File: src/rtl/mixer_if_freq_meter.sv
// mixer_if_freq_meter
// Multi-channel edge counter and average-period meter over a programmable
// gate window. Each channel's input is synchronised and its rising edges are
// counted and timestamped against the window counter. At the end of every
// window the results are copied into shadow registers. A single shared
// restoring divider then turns them into average periods, one channel after
// another. The signed count difference between two selectable channels
// estimates the IF.

module mixer_if_freq_meter #(
  parameter int NCH   = 2,
  parameter int CNT_W = 16,
  parameter int WIN_W = 20,
  parameter int SEL_W = 3
) (
  input  logic                     clk,
  input  logic                     rst,
  input  logic                     en,
  input  logic [WIN_W-1:0]         win_len,
  input  logic [NCH-1:0]           sig_in,
  input  logic [SEL_W-1:0]         sel_a,
  input  logic [SEL_W-1:0]         sel_b,
  output logic [NCH*CNT_W-1:0]     edge_cnt,
  output logic [NCH*WIN_W-1:0]     avg_period,
  output logic signed [CNT_W:0]    diff,
  output logic                     valid,
  output logic                     busy,
  output logic [NCH-1:0]           ovf,
  output logic                     overrun
);

  // Remainder/divisor width: wide enough for either a count or a timestamp,
  // plus one guard bit for the shifted partial remainder.
  localparam int DW  = ((CNT_W > WIN_W) ? CNT_W : WIN_W) + 1;
  localparam int STW = $clog2(WIN_W + 1);
  localparam logic [CNT_W-1:0] CNT_MAX = {CNT_W{1'b1}};

  localparam logic [1:0] S_IDLE = 2'd0;
  localparam logic [1:0] S_LOAD = 2'd1;
  localparam logic [1:0] S_DIV  = 2'd2;
  localparam logic [1:0] S_DONE = 2'd3;

  // ---------------------------------------------------------------------
  // Input synchronisers and edge detection
  // ---------------------------------------------------------------------
  logic [NCH-1:0] sync1_r;
  logic [NCH-1:0] sync2_r;
  logic [NCH-1:0] sync3_r;
  logic [NCH-1:0] rise_s;

  // Two-flop synchroniser per channel plus one delay stage for edge detect.
  always_ff @(posedge clk or posedge rst) begin
    if (rst) begin
      sync1_r <= '0;
      sync2_r <= '0;
      sync3_r <= '0;
    end else begin
      sync1_r <= sig_in;
      sync2_r <= sync1_r;
      sync3_r <= sync2_r;
    end
  end

  assign rise_s = sync2_r & ~sync3_r;

  // ---------------------------------------------------------------------
  // Gate window counter
  // ---------------------------------------------------------------------
  logic [WIN_W-1:0] wcnt_r;
  logic [WIN_W-1:0] win_lat_r;
  logic             win_run_s;
  logic             term_s;

  // A window runs while enabled. At wcnt=0 the live win_len decides whether
  // a window starts (it is latched on that cycle). After that the latched
  // length defines the terminal cycle.
  always_comb begin
    win_run_s = 1'b0;
    term_s    = 1'b0;
    if (!en) begin
      win_run_s = 1'b0;
      term_s    = 1'b0;
    end else if (wcnt_r == '0) begin
      win_run_s = (win_len >= WIN_W'(2));
      term_s    = 1'b0;
    end else begin
      win_run_s = 1'b1;
      term_s    = (wcnt_r == (win_lat_r - WIN_W'(1)));
    end
  end

  // Window position counter; wraps gaplessly to 0 after the terminal cycle.
  always_ff @(posedge clk or posedge rst) begin
    if (rst) begin
      wcnt_r    <= '0;
      win_lat_r <= '0;
    end else if (!win_run_s) begin
      wcnt_r    <= '0;
    end else begin
      if (wcnt_r == '0) begin
        win_lat_r <= win_len;
      end
      wcnt_r <= term_s ? '0 : (wcnt_r + WIN_W'(1));
    end
  end

  // ---------------------------------------------------------------------
  // Live per-channel counters and timestamps
  // ---------------------------------------------------------------------
  logic [CNT_W-1:0] cnt_r      [NCH];
  logic [CNT_W-1:0] cnt_nx_s   [NCH];
  logic [WIN_W-1:0] first_r    [NCH];
  logic [WIN_W-1:0] first_nx_s [NCH];
  logic [WIN_W-1:0] last_r     [NCH];
  logic [WIN_W-1:0] last_nx_s  [NCH];
  logic [NCH-1:0]   ovf_r;
  logic [NCH-1:0]   ovf_nx_s;

  // Next-state of the live counters including an edge seen this cycle. The
  // snapshot uses these values, so an edge on the terminal cycle belongs to
  // the closing window. Once saturated, further edges only set the overflow
  // flag and leave last_ts alone, so the average stays consistent with the
  // stored count.
  always_comb begin
    cnt_nx_s   = cnt_r;
    first_nx_s = first_r;
    last_nx_s  = last_r;
    ovf_nx_s   = ovf_r;
    for (int k = 0; k < NCH; k++) begin
      if (!rise_s[k]) begin
        cnt_nx_s[k] = cnt_r[k];
      end else if (cnt_r[k] == CNT_MAX) begin
        ovf_nx_s[k] = 1'b1;
      end else begin
        cnt_nx_s[k]  = cnt_r[k] + CNT_W'(1);
        last_nx_s[k] = wcnt_r;
        if (cnt_r[k] == '0) begin
          first_nx_s[k] = wcnt_r;
        end else begin
          first_nx_s[k] = first_r[k];
        end
      end
    end
  end

  // Live counters clear when the window is not running and after every
  // terminal cycle, whether or not the snapshot is accepted.
  always_ff @(posedge clk or posedge rst) begin
    if (rst) begin
      for (int k = 0; k < NCH; k++) begin
        cnt_r[k]   <= '0;
        first_r[k] <= '0;
        last_r[k]  <= '0;
      end
      ovf_r <= '0;
    end else if (!win_run_s || term_s) begin
      for (int k = 0; k < NCH; k++) begin
        cnt_r[k]   <= '0;
        first_r[k] <= '0;
        last_r[k]  <= '0;
      end
      ovf_r <= '0;
    end else begin
      cnt_r   <= cnt_nx_s;
      first_r <= first_nx_s;
      last_r  <= last_nx_s;
      ovf_r   <= ovf_nx_s;
    end
  end

  // ---------------------------------------------------------------------
  // Snapshot registers
  // ---------------------------------------------------------------------
  logic [1:0]       state_r;
  logic             snap_s;
  logic [CNT_W-1:0] sh_cnt_r   [NCH];
  logic [WIN_W-1:0] sh_first_r [NCH];
  logic [WIN_W-1:0] sh_last_r  [NCH];
  logic [NCH-1:0]   sh_ovf_r;
  logic [SEL_W-1:0] sh_sel_a_r;
  logic [SEL_W-1:0] sh_sel_b_r;

  assign snap_s = term_s && (state_r == S_IDLE);

  // Capture the closing window's results when the divider is free.
  always_ff @(posedge clk or posedge rst) begin
    if (rst) begin
      for (int k = 0; k < NCH; k++) begin
        sh_cnt_r[k]   <= '0;
        sh_first_r[k] <= '0;
        sh_last_r[k]  <= '0;
      end
      sh_ovf_r   <= '0;
      sh_sel_a_r <= '0;
      sh_sel_b_r <= '0;
    end else if (snap_s) begin
      sh_cnt_r   <= cnt_nx_s;
      sh_first_r <= first_nx_s;
      sh_last_r  <= last_nx_s;
      sh_ovf_r   <= ovf_nx_s;
      sh_sel_a_r <= sel_a;
      sh_sel_b_r <= sel_b;
    end
  end

  // Sticky flag: a window closed while the previous result was still being
  // processed, so its data was lost. Only reset clears it.
  always_ff @(posedge clk or posedge rst) begin
    if (rst) begin
      overrun <= 1'b0;
    end else if (term_s && (state_r != S_IDLE)) begin
      overrun <= 1'b1;
    end
  end

  // ---------------------------------------------------------------------
  // Operand selection
  // ---------------------------------------------------------------------
  logic [SEL_W-1:0] ch_r;
  logic [CNT_W-1:0] ld_cnt_s;
  logic [WIN_W-1:0] ld_first_s;
  logic [WIN_W-1:0] ld_last_s;
  logic [CNT_W-1:0] op_a_s;
  logic [CNT_W-1:0] op_b_s;

  // Mux the current channel's shadow data for the divider, and the two diff
  // operands. A select that matches no channel leaves its operand at zero.
  always_comb begin
    ld_cnt_s   = '0;
    ld_first_s = '0;
    ld_last_s  = '0;
    op_a_s     = '0;
    op_b_s     = '0;
    for (int k = 0; k < NCH; k++) begin
      ld_cnt_s   = (ch_r == SEL_W'(k)) ? sh_cnt_r[k]   : ld_cnt_s;
      ld_first_s = (ch_r == SEL_W'(k)) ? sh_first_r[k] : ld_first_s;
      ld_last_s  = (ch_r == SEL_W'(k)) ? sh_last_r[k]  : ld_last_s;
      op_a_s     = (sh_sel_a_r == SEL_W'(k)) ? sh_cnt_r[k] : op_a_s;
      op_b_s     = (sh_sel_b_r == SEL_W'(k)) ? sh_cnt_r[k] : op_b_s;
    end
  end

  // ---------------------------------------------------------------------
  // Restoring divider datapath
  // ---------------------------------------------------------------------
  logic [DW-1:0]    rem_r;
  logic [DW-1:0]    dvs_r;
  logic [DW-1:0]    rem_sh_s;
  logic [DW-1:0]    rem_nx_s;
  logic [WIN_W-1:0] quo_r;
  logic [WIN_W-1:0] quo_nx_s;
  logic [WIN_W-1:0] q_final_s;
  logic             q_bit_s;
  logic             zero_q_r;
  logic [STW-1:0]   step_r;
  logic             div_last_s;
  logic             done_now_s;
  logic [WIN_W-1:0] res_r [NCH];

  // One restoring step. The dividend shifts out of quo_r from the MSB while
  // the quotient bits shift in at the LSB.
  always_comb begin
    rem_sh_s = {rem_r[DW-2:0], quo_r[WIN_W-1]};
    if (rem_sh_s >= dvs_r) begin
      rem_nx_s = rem_sh_s - dvs_r;
      q_bit_s  = 1'b1;
    end else begin
      rem_nx_s = rem_sh_s;
      q_bit_s  = 1'b0;
    end
    quo_nx_s = {quo_r[WIN_W-2:0], q_bit_s};
    if (zero_q_r) begin
      q_final_s = '0;
    end else begin
      q_final_s = quo_nx_s;
    end
  end

  assign div_last_s = (state_r == S_DIV) && (step_r == STW'(WIN_W - 1));
  assign done_now_s = div_last_s && (ch_r == SEL_W'(NCH - 1));

  // Sequencer: for each channel, one LOAD cycle and then WIN_W divide
  // cycles; a single DONE cycle follows the last channel.
  always_ff @(posedge clk or posedge rst) begin
    if (rst) begin
      state_r  <= S_IDLE;
      ch_r     <= '0;
      step_r   <= '0;
      rem_r    <= '0;
      dvs_r    <= '0;
      quo_r    <= '0;
      zero_q_r <= 1'b0;
      busy     <= 1'b0;
      for (int k = 0; k < NCH; k++) begin
        res_r[k] <= '0;
      end
    end else begin
      case (state_r)
        S_IDLE: begin
          if (snap_s) begin
            state_r <= S_LOAD;
            ch_r    <= '0;
            busy    <= 1'b1;
          end
        end
        S_LOAD: begin
          dvs_r    <= DW'(ld_cnt_s) - DW'(1);
          zero_q_r <= (ld_cnt_s < CNT_W'(2));
          quo_r    <= ld_last_s - ld_first_s;
          rem_r    <= '0;
          step_r   <= '0;
          state_r  <= S_DIV;
        end
        S_DIV: begin
          rem_r <= rem_nx_s;
          quo_r <= quo_nx_s;
          if (div_last_s) begin
            for (int k = 0; k < NCH; k++) begin
              if (ch_r == SEL_W'(k)) begin
                res_r[k] <= q_final_s;
              end
            end
            if (ch_r == SEL_W'(NCH - 1)) begin
              state_r <= S_DONE;
            end else begin
              ch_r    <= ch_r + SEL_W'(1);
              state_r <= S_LOAD;
            end
          end else begin
            step_r <= step_r + STW'(1);
          end
        end
        S_DONE: begin
          state_r <= S_IDLE;
          busy    <= 1'b0;
        end
        default: begin
          state_r <= S_IDLE;
          busy    <= 1'b0;
        end
      endcase
    end
  end

  // ---------------------------------------------------------------------
  // Result registers
  // ---------------------------------------------------------------------
  // All outputs update together on entry to DONE, which is also the single
  // cycle that valid is high. The last channel's quotient is taken straight
  // from the divider because it has not reached res_r yet.
  always_ff @(posedge clk or posedge rst) begin
    if (rst) begin
      edge_cnt   <= '0;
      avg_period <= '0;
      diff       <= '0;
      ovf        <= '0;
      valid      <= 1'b0;
    end else begin
      valid <= done_now_s;
      if (done_now_s) begin
        for (int k = 0; k < NCH; k++) begin
          edge_cnt[k*CNT_W +: CNT_W]   <= sh_cnt_r[k];
          avg_period[k*WIN_W +: WIN_W] <= (k == NCH - 1) ? q_final_s : res_r[k];
        end
        ovf  <= sh_ovf_r;
        diff <= $signed({1'b0, op_a_s} - {1'b0, op_b_s});
      end
    end
  end

endmodule

File: config.mk
export PLATFORM = sky130hd
export DESIGN_NAME = mixer_if_freq_meter
export DESIGN_NICKNAME = d
export VERILOG_FILES = /design/src/rtl/mixer_if_freq_meter.sv
export SDC_FILE = /design/constraint.sdc
export NUM_CORES = 1
export LEC_CHECK = 0
export ABC_AREA = 1
export BUFFER_PORTS_ARGS = -buffer_cell sky130_fd_sc_hd__buf_2
export CORE_MARGIN = 2
export CORE_UTILIZATION = 67
export DETAILED_ROUTE_END_ITERATION = 6
export GPL_TIMING_DRIVEN = 0
export MAX_ROUTING_LAYER = met4
export PLACE_DENSITY_LB_ADDON = 0.08
export SLEW_MARGIN = 20
export SYNTH_ARGS = -nofsm -noshare
export SYNTH_HDL_FRONTEND = slang
export SYNTH_SLANG_ARGS = --single-unit
File: constraint.sdc
create_clock -name clk -period 41.4 [get_ports clk]
set_input_delay 2.07 -clock clk [delete_from_list [all_inputs] [get_ports clk]]
set_output_delay 2.07 -clock clk [all_outputs]
set_load 0.01 [all_outputs]
# Word level (Yosys, flattened, before mapping)
# Cells that the tools add are included.
word_totals:
  ff_bits: 462
  inputBits: 31
  out_inout_bits: 94
  elab_cells: 143
op_classes:
  add_sub_neg: 10
  n_lt_le_gt_ge: 3
  n_eq_ne: 14
  n_mux: 55
  n_bitwise: 2
  reduce_logical: 23
op_table:
  columns: ["operator", "n"]
  rows:
  - ["20-bit 2-to-1 mux", 18]
  - ["16-bit 2-to-1 mux", 10]
  - ["40-bit 2-to-1 mux", 2]
  - ["20-bit case mux with 2 select lines", 2]
  - ["20-bit subtractor", 2]
  - ["16-bit by 1-bit adder with 16-bit output, second input constant", 2]
  - ["16-bit == test, second input constant", 2]
  - ["16-bit zero test", 2]
  - ["32-bit 2-to-1 mux", 1]
  - ["21-bit >= comparator", 1]
  - ["20-bit by 1-bit adder with 20-bit output, second input constant", 1]
  - ["20-bit == test", 1]
  - ["20-bit by 2-bit >= comparator with 1-bit output, second input constant", 1]
  - ["20-bit zero test", 1]
  - ["20-bit by 1-bit subtractor with 20-bit output, second input constant", 1]
  - ["16-bit by 1-bit subtractor with 17-bit output, second input constant", 1]
  - ["16-bit by 16-bit subtractor with 17-bit output", 1]
  - ["16-bit by 2-bit less-than comparator with 1-bit output, second input constant", 1]
  - ["1-bit 2-to-1 mux", 10]
  - ["5-bit case mux with 2 select lines", 1]
  - ["3-bit by 1-bit == test with 1-bit output, second input constant", 3]
  - ["3-bit zero test", 3]
  - ["3-bit 2-to-1 mux", 3]
  - ["2-bit 2-to-1 mux", 4]
  - ["20 further kinds", 33]

# Depth between registers and ports, before layout
# Gate-level depths: netlist of run 1.
logic_depth:
  word_depth: 7
  mapped_depth: 23
  depth_no_buf: 20

# Least setup slack after synthesis of run 1
# Ideal clock, no wire load.
synth_timing:
  path_type: "flip-flop to flip-flop"
  from: "register ch_r[1]"
  to: "register quo_r[12]"
  arrival_time_ns: 3.380
  required_time_ns: 41.267
  setup_slack_ns: 37.887
  stages_incl_launch_ff: 23
  path_buffers: 3
  cell_sequence: "dfrtp_1 > inv_1 > ha_1 > nand2_2 > clkbuf_1 > inv_1 > clkbuf_1 > clkbuf_1 > a22o_1 > ha_1 > inv_1 > fa_1 > nand2_1 > inv_1 > a21oi_1 > o21ai_0 > nand2_1 > nand2_1 > inv_1 > o21ai_0 > xor2_1 > o21ai_0 > o21ai_0"
synth_between:
  elab_chain_cells: 5
  word_cells_on_any_way: 8
  cone_classes: "add/sub: 1; eq/ne: 1; mux: 5; reduce/logical: 1"
synth_rtl:
  columns: ["item", "line_no", "text"]
  rows:
  - ["start: declaration", "219", "logic [SEL_W-1:0] ch_r;"]
  - ["start signal: assignment", "326", "ch_r <= ch_r + SEL_W'(1);"]
  - ["3-bit zero test", "236, 237", null]
  - ["20-bit 2-to-1 mux (on tied branches) (2 in series)", "237, 236", null]
  - ["20-bit subtractor *", "309", "quo_r <= ld_last_s - ld_first_s;"]
  - ["20-bit case mux with 2 select lines *", "298", "case (state_r)"]
  - ["end signal: assignment", "309", null]
  - ["end signal: assignment", "316", "quo_r <= quo_nx_s;"]
  - ["end: declaration", "250", "logic [WIN_W-1:0] quo_r;"]
# Every way passes the cells marked *; elsewhere a longest branch is shown, timed or not.
# A chain may end at the register's enable or synchronous reset.

# Worst setup path after layout of run 1
layout_timing:
  from: "register ch_r[1]"
  to: "register quo_r[16]"
# The elaborated chain is that of the path after synthesis.

==> metrics.yaml, run 1 <==
status:
  outcome: "complete, but fails checks"
  violations: "design-rule violations"
hold_path:
  holdPathStages: 0
  whs_endpoint: "sync2_r[0]"
  min_from: "sync1_r[0]"
  hp-class: "flip-flop to flip-flop"
cells_and_area:
  nets: 3112
  drive_gt1_share_pct: 9.17
  stdcell_count: 3496
  antenna_cells: 0
  area_delta_synth_final_pct: 12.5
route:
  route.detailed.vias_per_inst: 5.99
  drc_errors: 1
  dr.pass1.iters: 7
  routed_wl_mm: 67.2
  first_iter_violations: 2162
  vias: 20940
  wl_per_cell_um: 19.2
  ant_nets: 0
sta:
  slew_headroom_pct: 33.4
  post-route-period-util_pct: 11.5
  setup-tns-final_ns: 0
  setup_violations: 0
  period_needed_ns: 4.75
  max_freq_ghz: 0.210
  whs_ns: 0.347
  grt_setup_unrepaired: "no"
  slew_violations: 0
  finClkSkew_ns: 0.0181
  tightest_slew_ns: 0.999
  worst_slack_ns: 36.65
  hold_viol_final: 0
pwr:
  switching_power_uw: 370
  p_int_uw: 811
  clkPwrFrac_pct: 38.4
  p_comb_share_pct: 19.8
  peakVddDrop_uv: 46.1
  p_sw_share_pct: 31.3
  seq_power_share_pct: 41.8
  p_leak_nw: 13.5
  p_per_area_nw_per_um2: 44.7
logic_synthesis:
  synth_top_area_share_pct: 49.2
  synthFlopType: "dfrtp_1"
  yosys_register_bits: 462
  syn_nets: 2935
  synth.most_common_cell: "nand2_1"
  synth.distinct_cells: 49
  syn_avg_cell_area_um2: 8.31
  synth_cells: 2828
  seq_area_frac_synth_pct: 49.2
  async_flop_share_pct: 100
  synth_area_leaders: "dfrtp_1 (49%), nand2_1 (8.2%), nor2_1 (7.1%)"
  synth_commonest_cells: "nand2_1 (514), dfrtp_1 (462), nor2_1 (445)"
  syn_area_um2: 23500
  synth_edf_count: 0
  ys_warn_count: 0
  synth_area_leader_cell: "dfrtp_1"
global_routing:
  grt_pass1_wl_mm: 106
  grt_max_degree: 105
  grt_usage_pct: 38.4
  overflow: 0
  grt_pass1_vias: 20252
  antenna_found_initial: 0
setup_path:
  cp.required_ns: 41.84
  crit_buf_inv: 7
  cp-start-kind: "flip-flop"
  reg2reg_slack_ns: 36.65
  crit_chain: "inv_1, ha_1, nand2_2, clkbuf_1, inv_1, clkbuf_1, clkbuf_1, a22o_1, ha_1, inv_1, fa_1, nand2_1, inv_1, a21oi_1, o21ai_0, nand3_1, nand2_1, nand2_1, nand2_1, o21ai_0, o221ai_1"
  crit_start: "ch_r[1]"
  worstPathMaxFanout: 10
  worstSetupPathType: "flip-flop to flip-flop"
  r2r-start: "ch_r[1]"
  crit_family: "buffers and inverters"
  r2r-end: "quo_r[16]"
  worstRegToRegCells: 21
  slowest_stage: "clkbuf_1"
  end_kind: "flip-flop"
  critPathMaxStageDelay_ns: 0.43
  critPathArrivalTime_ns: 5.19
clock_tree:
  path_clk_slew_ns: 0.07
  cts_resized: 0
  clock_path_buffers: 3
  cts.htree.levels: 2
  clock-sinks: 462
  cts_made_buffers: 47
  clk_latency_ns: 0.60
  ctsHoldBuffers: 0
  cts_root_buf: "clkbuf_16"
  cts_tree: "built"
  post_cts.repair.setup_buffers: 0
placement:
  place_congestion: 0.955
  dp.cells: 3411
  io_buffer_count: 124
  dp_hpwl_mm: 48.6
  place_ws_ns: 36.82
floorplan:
  die_area_um2: 36600
  die_w_um: 191
  num_rows: 68
  ioPinCount: 125
  start_util_pct: 68.0
  fp.dieH_um: 191
  core_area_um2: 34500
flow_run:
  cap_violations: 0
worst reg2reg max path, stage by stage (launching register included):
cell      delay [ns]
dfrtp_1         0.40
inv_1           0.09
ha_1            0.20
nand2_2         0.16
clkbuf_1        0.36
inv_1           0.16
clkbuf_1        0.42
clkbuf_1        0.43
a22o_1          0.28
ha_1            0.17
inv_1           0.09
fa_1            0.43
nand2_1         0.08
inv_1           0.05
a21oi_1         0.22
o21ai_0         0.21
nand3_1         0.11
nand2_1         0.09
nand2_1         0.07
nand2_1         0.06
o21ai_0         0.32
o221ai_1        0.19
power by group through the flow:
stage / clock network, mW / registers, mW / logic [mW]
5_1_grt: 0.473 / 0.496 / 0.260
6_report: 0.453 / 0.494 / 0.234
4_1_cts: 0.452 / 0.493 / 0.230
3_5_place_dp: 0 / 0.501 / 0.226
3_3_place_gp: 0 / 0.501 / 0.218
2_1_floorplan: 0 / 0.496 / 0.164
stage by stage:
stage	instance area [um^2]	util [%]	total power, mW
after CTS	26400	76.5	1.18
after global placement	24700	71.5	0.719
after floorplan	23500	-	0.660
after global routing	26400	76.5	1.23
after detailed placement	24800	71.8	0.727
final	26400	76.5	1.18
final cells by class:
type                            count  area [um^2]
Buffer                            127          618
Clock buffer                       66         1330
Clock inverter                     19          294
Fill cell                        2485         8120
Inverter                          277         1050
Multi-Input combinational cell   1962        10300
Sequential cell                   462        11600
Tap cell                          455          569
Timing Repair Buffer              128          731
worst max-delay path by stage:
| stage | to | slack [ns] | cells past startpoint |
|---|---|---|---|
| floorplan | avg_period[0] | 26.45 | 1 |
| global placement | avg_period[4] | 22.41 | 2 |
| detailed placement | quo_r[16] | 36.82 | 21 |
| CTS | quo_r[12] | 36.76 | 22 |
| global route | quo_r[16] | 36.30 | 21 |
| finish | quo_r[16] | 36.65 | 21 |
metal layers:
layer  vias up  GRT usage [%]  share of wire, %
met1     10079           47.6                39
met4         0           15.7               4.6
met2       997           63.6                49
met3       227           5.58               7.4
li1       9637              -                 -
met5         -              -                 0
cell usage in the layout (no fill, tap or decap), types with 11 or more instances in the layout:
cell,netlist,layout
o21ai_0,198,198
a21oi_1,220,220
ha_1,73,73
inv_1,269,268
o21ai_1,11,11
nand4_1,37,37
mux2i_1,46,46
clkbuf_16,0,47
clkbuf_1,70,81
a22oi_1,21,21
xor2_1,64,64
nand3_1,85,85
nor2_1,445,445
a31oi_1,11,11
o22ai_1,51,51
a22o_1,19,19
xnor2_1,27,27
o211ai_1,11,11
nor4_1,17,17
nand2_1,514,514
buf_2,37,161
nor3_1,39,39
dfrtp_1,462,462
sequential cells by signal (all words and copies together), names as in the netlist, 32 cells and up:
signal	flops
edge_cnt	32
first_r	40
last_r	40
avg_period	40
sh_last_r	40
sh_cnt_r	32
cnt_r	32
sh_first_r	40
kinds of logic (layout without fill, tap and decap cells):
group	after synthesis	count (layout)	synth area share (%)
adder cells (fa/ha/maj)	76	76	4.14
multiplexers	46	46	1.96
XOR/XNOR	92	92	3.49
flip-flops	462	462	49.2
buffers and inverters	404	617	7.06
AO/OA/AOI/OAI	579	579	13.8
AND/OR/NAND/NOR	1169	1169	20.4
Power figures use the tool's default switching activity.
==> run 2, diff against run 1 <==
CORE_UTILIZATION = 56   (was 67)
clock period = 4.2 ns   (was 41.4 ns; I/O delays follow)
==> metrics.yaml, run 2 (synthesis gave the netlist of run 1 again) <==
status:
  outcome: "completed"
floorplan:
  start_util_pct: 56.4  # -12 points
  fp.dieH_um: 209  # +9.2%
  num_rows: 75  # +10%
  ioPinCount: 125  # unchanged
  die_w_um: 209  # +9.2%
  die_area_um2: 43600  # +19%
  core_area_um2: 41700  # +21%
route:
  vias: 20272  # -3.2%
  drc_errors: 0  # -1
  ant_nets: 0  # unchanged
  first_iter_violations: 1828  # -15%
  dr.pass1.iters: 5  # -2
  route.detailed.vias_per_inst: 5.59  # -6.7%
  routed_wl_mm: 66.0  # -1.8%
  wl_per_cell_um: 18.2  # -5.3%
global_routing:
  grt_pass1_wl_mm: 105  # -0.85%
  overflow: 0  # unchanged
  antenna_found_initial: 0  # unchanged
  grt_max_degree: 37  # -65%
  grt_usage_pct: 31.5  # -6.9 points
  grt_pass1_vias: 19579  # -3.3%
setup_path:
  cp-start-kind: "flip-flop"
  crit_buf_inv: 3  # -4
  end_kind: "flip-flop"
  reg2reg_slack_ns: 0.30  # -36.34 ns
  crit_chain: "inv_1, ha_1, nand2_1, nor2_4, clkbuf_2, buf_2, a22oi_1, ha_1, a21oi_1, nand2_1, a21boi_0, o21ai_0, a21oi_1, or2_2, nand3_1, nand2_1, o21ai_0"
  worstSetupPathType: "flip-flop to flip-flop"
  worstPathMaxFanout: 10  # unchanged
  crit_top_cell: "nand2_1"
  critPathMaxStageDelay_ns: 0.43  # about the same
  slowest_stage: "dfrtp_1"
  cp.required_ns: 4.64  # -37.20 ns
  crit_family: "compound AO/OA/AOI/OAI gates"
  critPathArrivalTime_ns: 4.33  # -0.86 ns
sta:
  setup_violations: 0  # unchanged
  whs_ns: 0.139  # -0.208 ns
  slew_violations: 0  # unchanged
  grt_setup_unrepaired: "no"
  finClkSkew_ns: 0.0205  # +0.00242 ns
  setup-tns-final_ns: 0  # unchanged
  post-route-period-util_pct: 92.8  # +81 points
  tightest_slew_ns: 0.965  # -0.0337 ns
  max_freq_ghz: 0.257  # +22%
  hold_viol_final: 0  # unchanged
  period_needed_ns: 3.90  # -0.856 ns
  slew_headroom_pct: 35.7  # +2.2 points
pwr:
  p_per_area_nw_per_um2: 429  # +860%
  peakVddDrop_uv: 320  # +590%
  p_leak_nw: 13.7  # +1.8%
  report.power.total_mw: 11.6  # +880%
clock_tree:
  clk_latency_ns: 0.59  # about the same
  clock-sinks: 462  # unchanged
  cts.htree.levels: 2  # unchanged
  clock_path_buffers: 3  # unchanged
  cts_tree: "built"
  path_clk_slew_ns: 0.06  # about the same
  cts_root_buf: "clkbuf_16"
  cts_made_buffers: 49  # +4.3%
hold_path:
  hp-class: "primary input to flip-flop"
cells_and_area:
  area_delta_synth_final_pct: 15.1
  layout_common_cells: "nand2_1 (514), dfrtp_1 (462), nor2_1 (444), inv_1 (267), a21oi_1 (220)"
  layout_commonest_cell: "nand2_1"
  stdcell_count: 3626  # +3.7%
  nets: 3155  # +1.4%
  antenna_cells: 0  # unchanged
  final_cell_area_um2: 27000  # +2.4%
  drive_gt1_share_pct: 9.78  # +0.61 points
placement:
  dp.cells: 3505  # +2.8%
  io_buffer_count: 124  # unchanged
  placed_cell_area_um2: 25100  # +1.1%
  dp_hpwl_mm: 50.1  # +3.1%
  place_congestion: 0.947  # -0.80%
flow_run:
  cap_violations: 0  # unchanged
-- run 2: path summary, 6_finish.rpt --
| check | start | end | cells after the start |
|---|---|---|---|
| worst max-delay path | ch_r[0] | quo_r[9] | 17 |
| max in group asynchronous | rst | avg_period[12] | 8 |
| min in group asynchronous | rst | win_lat_r[17] | 3 |
| worst min-delay path | en | wcnt_r[12] | 5 |
| worst max register to register | ch_r[0] | quo_r[9] | 17 |
| worst min register to register | sync1_r[1] | sync2_r[1] | 0 |
-- run 2: timing repair --
action | in CTS | in global routing
endpoints found under the setup margin | 11 | 13
buffers inserted | 0 | 4
resized for setup | 3 | 10
hold buffers | 29 | 0
pin swaps | 0 | 1
endpoints found under the hold margin | 49 | 0
gates cloned | 0 | 0
-- run 2: per-stage QoR --
stage	util [%]	setup WS, ns
after floorplan	-	-2.26
after global placement	59.5	-4.78
after detailed placement	60.2	-0.420
after CTS	64.8	0.0308
after global routing	64.9	0.00661
final	64.9	0.304
-- run 2: per-layer routing --
layer / wire, um / track usage [%] / vias up
li1: - / - / 9760
met1: 28900 / 41.2 / 9797
met2: 31900 / 51.6 / 585
met3: 3130 / 3.29 / 130
met4: 2130 / 10.7 / 0
met5: 0 / - / -
-- run 2: worst register-to-register path, stage by stage, from the launching register on --
cell      delay, ns
dfrtp_1        0.43
inv_1          0.08
ha_1           0.16
nand2_1        0.12
nor2_4         0.23
clkbuf_2       0.29
buf_2          0.28
a22oi_1        0.12
ha_1           0.36
a21oi_1        0.25
nand2_1        0.17
a21boi_0       0.42
o21ai_0        0.27
a21oi_1        0.20
or2_2          0.13
nand3_1        0.06
nand2_1        0.09
o21ai_0        0.09
-- run 2: area by class of cell --
cell class / instances / area [um^2]
Clock buffer: 77 / 1470
Inverter: 277 / 1050
Timing Repair Buffer: 171 / 1220
Sequential cell: 462 / 11600
Multi-Input combinational cell: 1962 / 10300
Clock inverter: 13 / 169
Buffer: 125 / 617
Tap cell: 539 / 674
Fill cell: 3575 / 14600
-- run 2: power by group --
group | leakage (nW) | switching, mW | internal [mW]
registers | 6.32 | 0.179 | 4.69
logic | 6.59 | 1.62 | 0.718
clock network | 0.805 | 1.80 | 2.59
total | 13.7 | 3.60 | 7.99
==> run 3, diff against run 2 <==
clock period = 3.5 ns   (was 4.2 ns; I/O delays follow)
==> metrics.yaml, run 3 (synthesis gave the netlist of run 1 again) <==
flow_run:
  cap_violations: 0  # unchanged
global_routing:
  grt_max_degree: 36  # -2.7%
  overflow: 0  # unchanged
  grt_usage_pct: 32.1  # +0.67 points
  grt_pass1_wl_mm: 108  # +2.1%
  grt_pass1_vias: 19989  # +2.1%
  antenna_found_initial: 0  # unchanged
clock_tree:
  cts_root_buf: "clkbuf_16"
  clock_path_buffers: 3  # unchanged
  path_clk_slew_ns: 0.06  # about the same
  clk_latency_ns: 0.60  # about the same
  clock-sinks: 462  # unchanged
  cts.htree.levels: 2  # unchanged
  cts_made_buffers: 50  # +2.0%
  cts_tree: "built"
sta:
  setup_violations: 0  # unchanged
  hold_viol_final: 0  # unchanged
  post-route-period-util_pct: 96.6  # +3.9 points
  finClkSkew_ns: 0.0227  # +0.00213 ns
  tightest_slew_ns: 0.950  # -0.0151 ns
  slew_headroom_pct: 36.7  # +1.0 points
  slew_violations: 0  # unchanged
  max_freq_ghz: 0.296  # +15%
  period_needed_ns: 3.38  # -0.514 ns
cells_and_area:
  layout_common_cells: "nand2_1 (513), dfrtp_1 (461), nor2_1 (442), inv_1 (263), a21oi_1 (216)"
  stdcell_count: 3637  # +0.30%
  area_delta_synth_final_pct: 16.3
  drive_gt1_share_pct: 10.9  # +1.2 points
  antenna_cells: 0  # unchanged
  layout_commonest_cell: "nand2_1"
  nets: 3164  # +0.29%
floorplan:
  num_rows: 75  # unchanged
  fp.dieH_um: 209  # unchanged
  ioPinCount: 125  # unchanged
  die_w_um: 209  # unchanged
  core_area_um2: 41700  # unchanged
  start_util_pct: 56.4  # unchanged
  die_area_um2: 43600  # unchanged
placement:
  dp.cells: 3506  # +0.029%
  io_buffer_count: 124  # unchanged
  place_congestion: 0.934  # -1.4%
  dp_hpwl_mm: 50.9  # +1.4%
pwr:
  report.power.total_mw: 14.2  # +22%
  peakVddDrop_uv: 482  # +51%
  p_leak_nw: 13.8  # +0.88%
  p_per_area_nw_per_um2: 519  # +21%
route:
  ant_nets: 0  # unchanged
  drc_errors: 0  # unchanged
  wl_per_cell_um: 18.5  # +1.8%
  first_iter_violations: 1574  # -14%
  vias: 20463  # +0.94%
  routed_wl_mm: 67.4  # +2.1%
  route.detailed.vias_per_inst: 5.63  # +0.64%
  dr.pass1.iters: 5  # unchanged
status:
  outcome: "completed"
setup_path:
  cp.required_ns: 3.95  # -0.69 ns
  worstSetupPathType: "flip-flop to flip-flop"
  critPathArrivalTime_ns: 3.84  # -0.49 ns
  cp-start-kind: "flip-flop"
  end_kind: "flip-flop"
  worstPathMaxFanout: 10  # unchanged
hold_path:
  hp-class: "primary input to flip-flop"
[run 3: changes by cell type in the layout (fill, tap and decap cells not counted), sizes merged]
cell | before | now
buf | 198 | 206
bufinv | 3 | 4
inv | 271 | 272
clkbuf | 146 | 147
[run 3: final timing paths]
kind | cells past startpoint | start | endpoint | slack, ns
setup / recovery | 21 | ch_r[1] | quo_r[8] | 0.12
hold / removal | 5 | en | wcnt_r[12] | 0.11
setup reg to reg | 21 | ch_r[1] | quo_r[8] | 0.12
hold reg to reg | 0 | sync1_r[1] | sync2_r[1] | 0.35
max in group asynchronous | 8 | rst | avg_period[3] | 1.72
min in group asynchronous | 3 | rst | win_lat_r[16] | 0.22
[run 3: routing by layer]
layer	vias up	wire, um	track usage (%)
met5	-	0	-
met4	0	2740	12.9
met3	154	3400	3.49
met2	648	32300	52.0
met1	9889	28900	41.8
li1	9772	-	-
[run 3: report_power, final]
part / internal, mW / switching (mW)
logic: 0.941 / 2.00
registers: 5.62 / 0.216
clock network: 3.25 / 2.17
total: 9.81 / 4.39
[run 3: critical path: stages, from the launching register on]
cell	delay, ns
dfrtp_1	0.40
inv_2	0.09
ha_4	0.17
nand2_8	0.09
clkbuf_16	0.19
inv_2	0.07
buf_8	0.13
clkbuf_8	0.17
a22o_1	0.18
ha_1	0.17
inv_2	0.06
fa_2	0.42
nand2_1	0.09
inv_2	0.05
a21oi_4	0.15
o21ai_4	0.08
nand3_1	0.07
nand2_1	0.09
a21oi_1	0.16
o21ai_0	0.20
o211ai_1	0.12
o21ai_0	0.10
[run 3: area by class of cell]
class | count | area, um^2
Buffer | 127 | 679
Clock buffer | 78 | 1510
Clock inverter | 15 | 184
Fill cell | 3609 | 14300
Inverter | 277 | 1040
Multi-Input combinational cell | 1962 | 10400
Sequential cell | 462 | 11600
Tap cell | 539 | 674
Timing Repair Buffer | 177 | 1290
[run 3: what timing repair did]
action,in CTS,in global routing
pin swaps,1,5
setup endpoints to repair,94,14
hold buffers,29,0
setup buffers,2,7
hold endpoints to repair,52,0
resized for setup,35,28
[run 3: per-stage QoR]
step	area, um^2	setup TNS, ns	hold slack, ns	util [%]	setup slack (ns)
2_1_floorplan	23500	-1352.72	0.206	-	-2.93
3_3_place_gp	24800	-2480.82	0.282	59.5	-5.43
3_5_place_dp	25100	-20.68	0.284	60.3	-1.04
4_1_cts	27200	0	0.0814	65.3	0.00295
5_1_grt	27300	-0.0119	0.132	65.6	-0.0119
6_report	27300	0	0.107	65.6	0.118
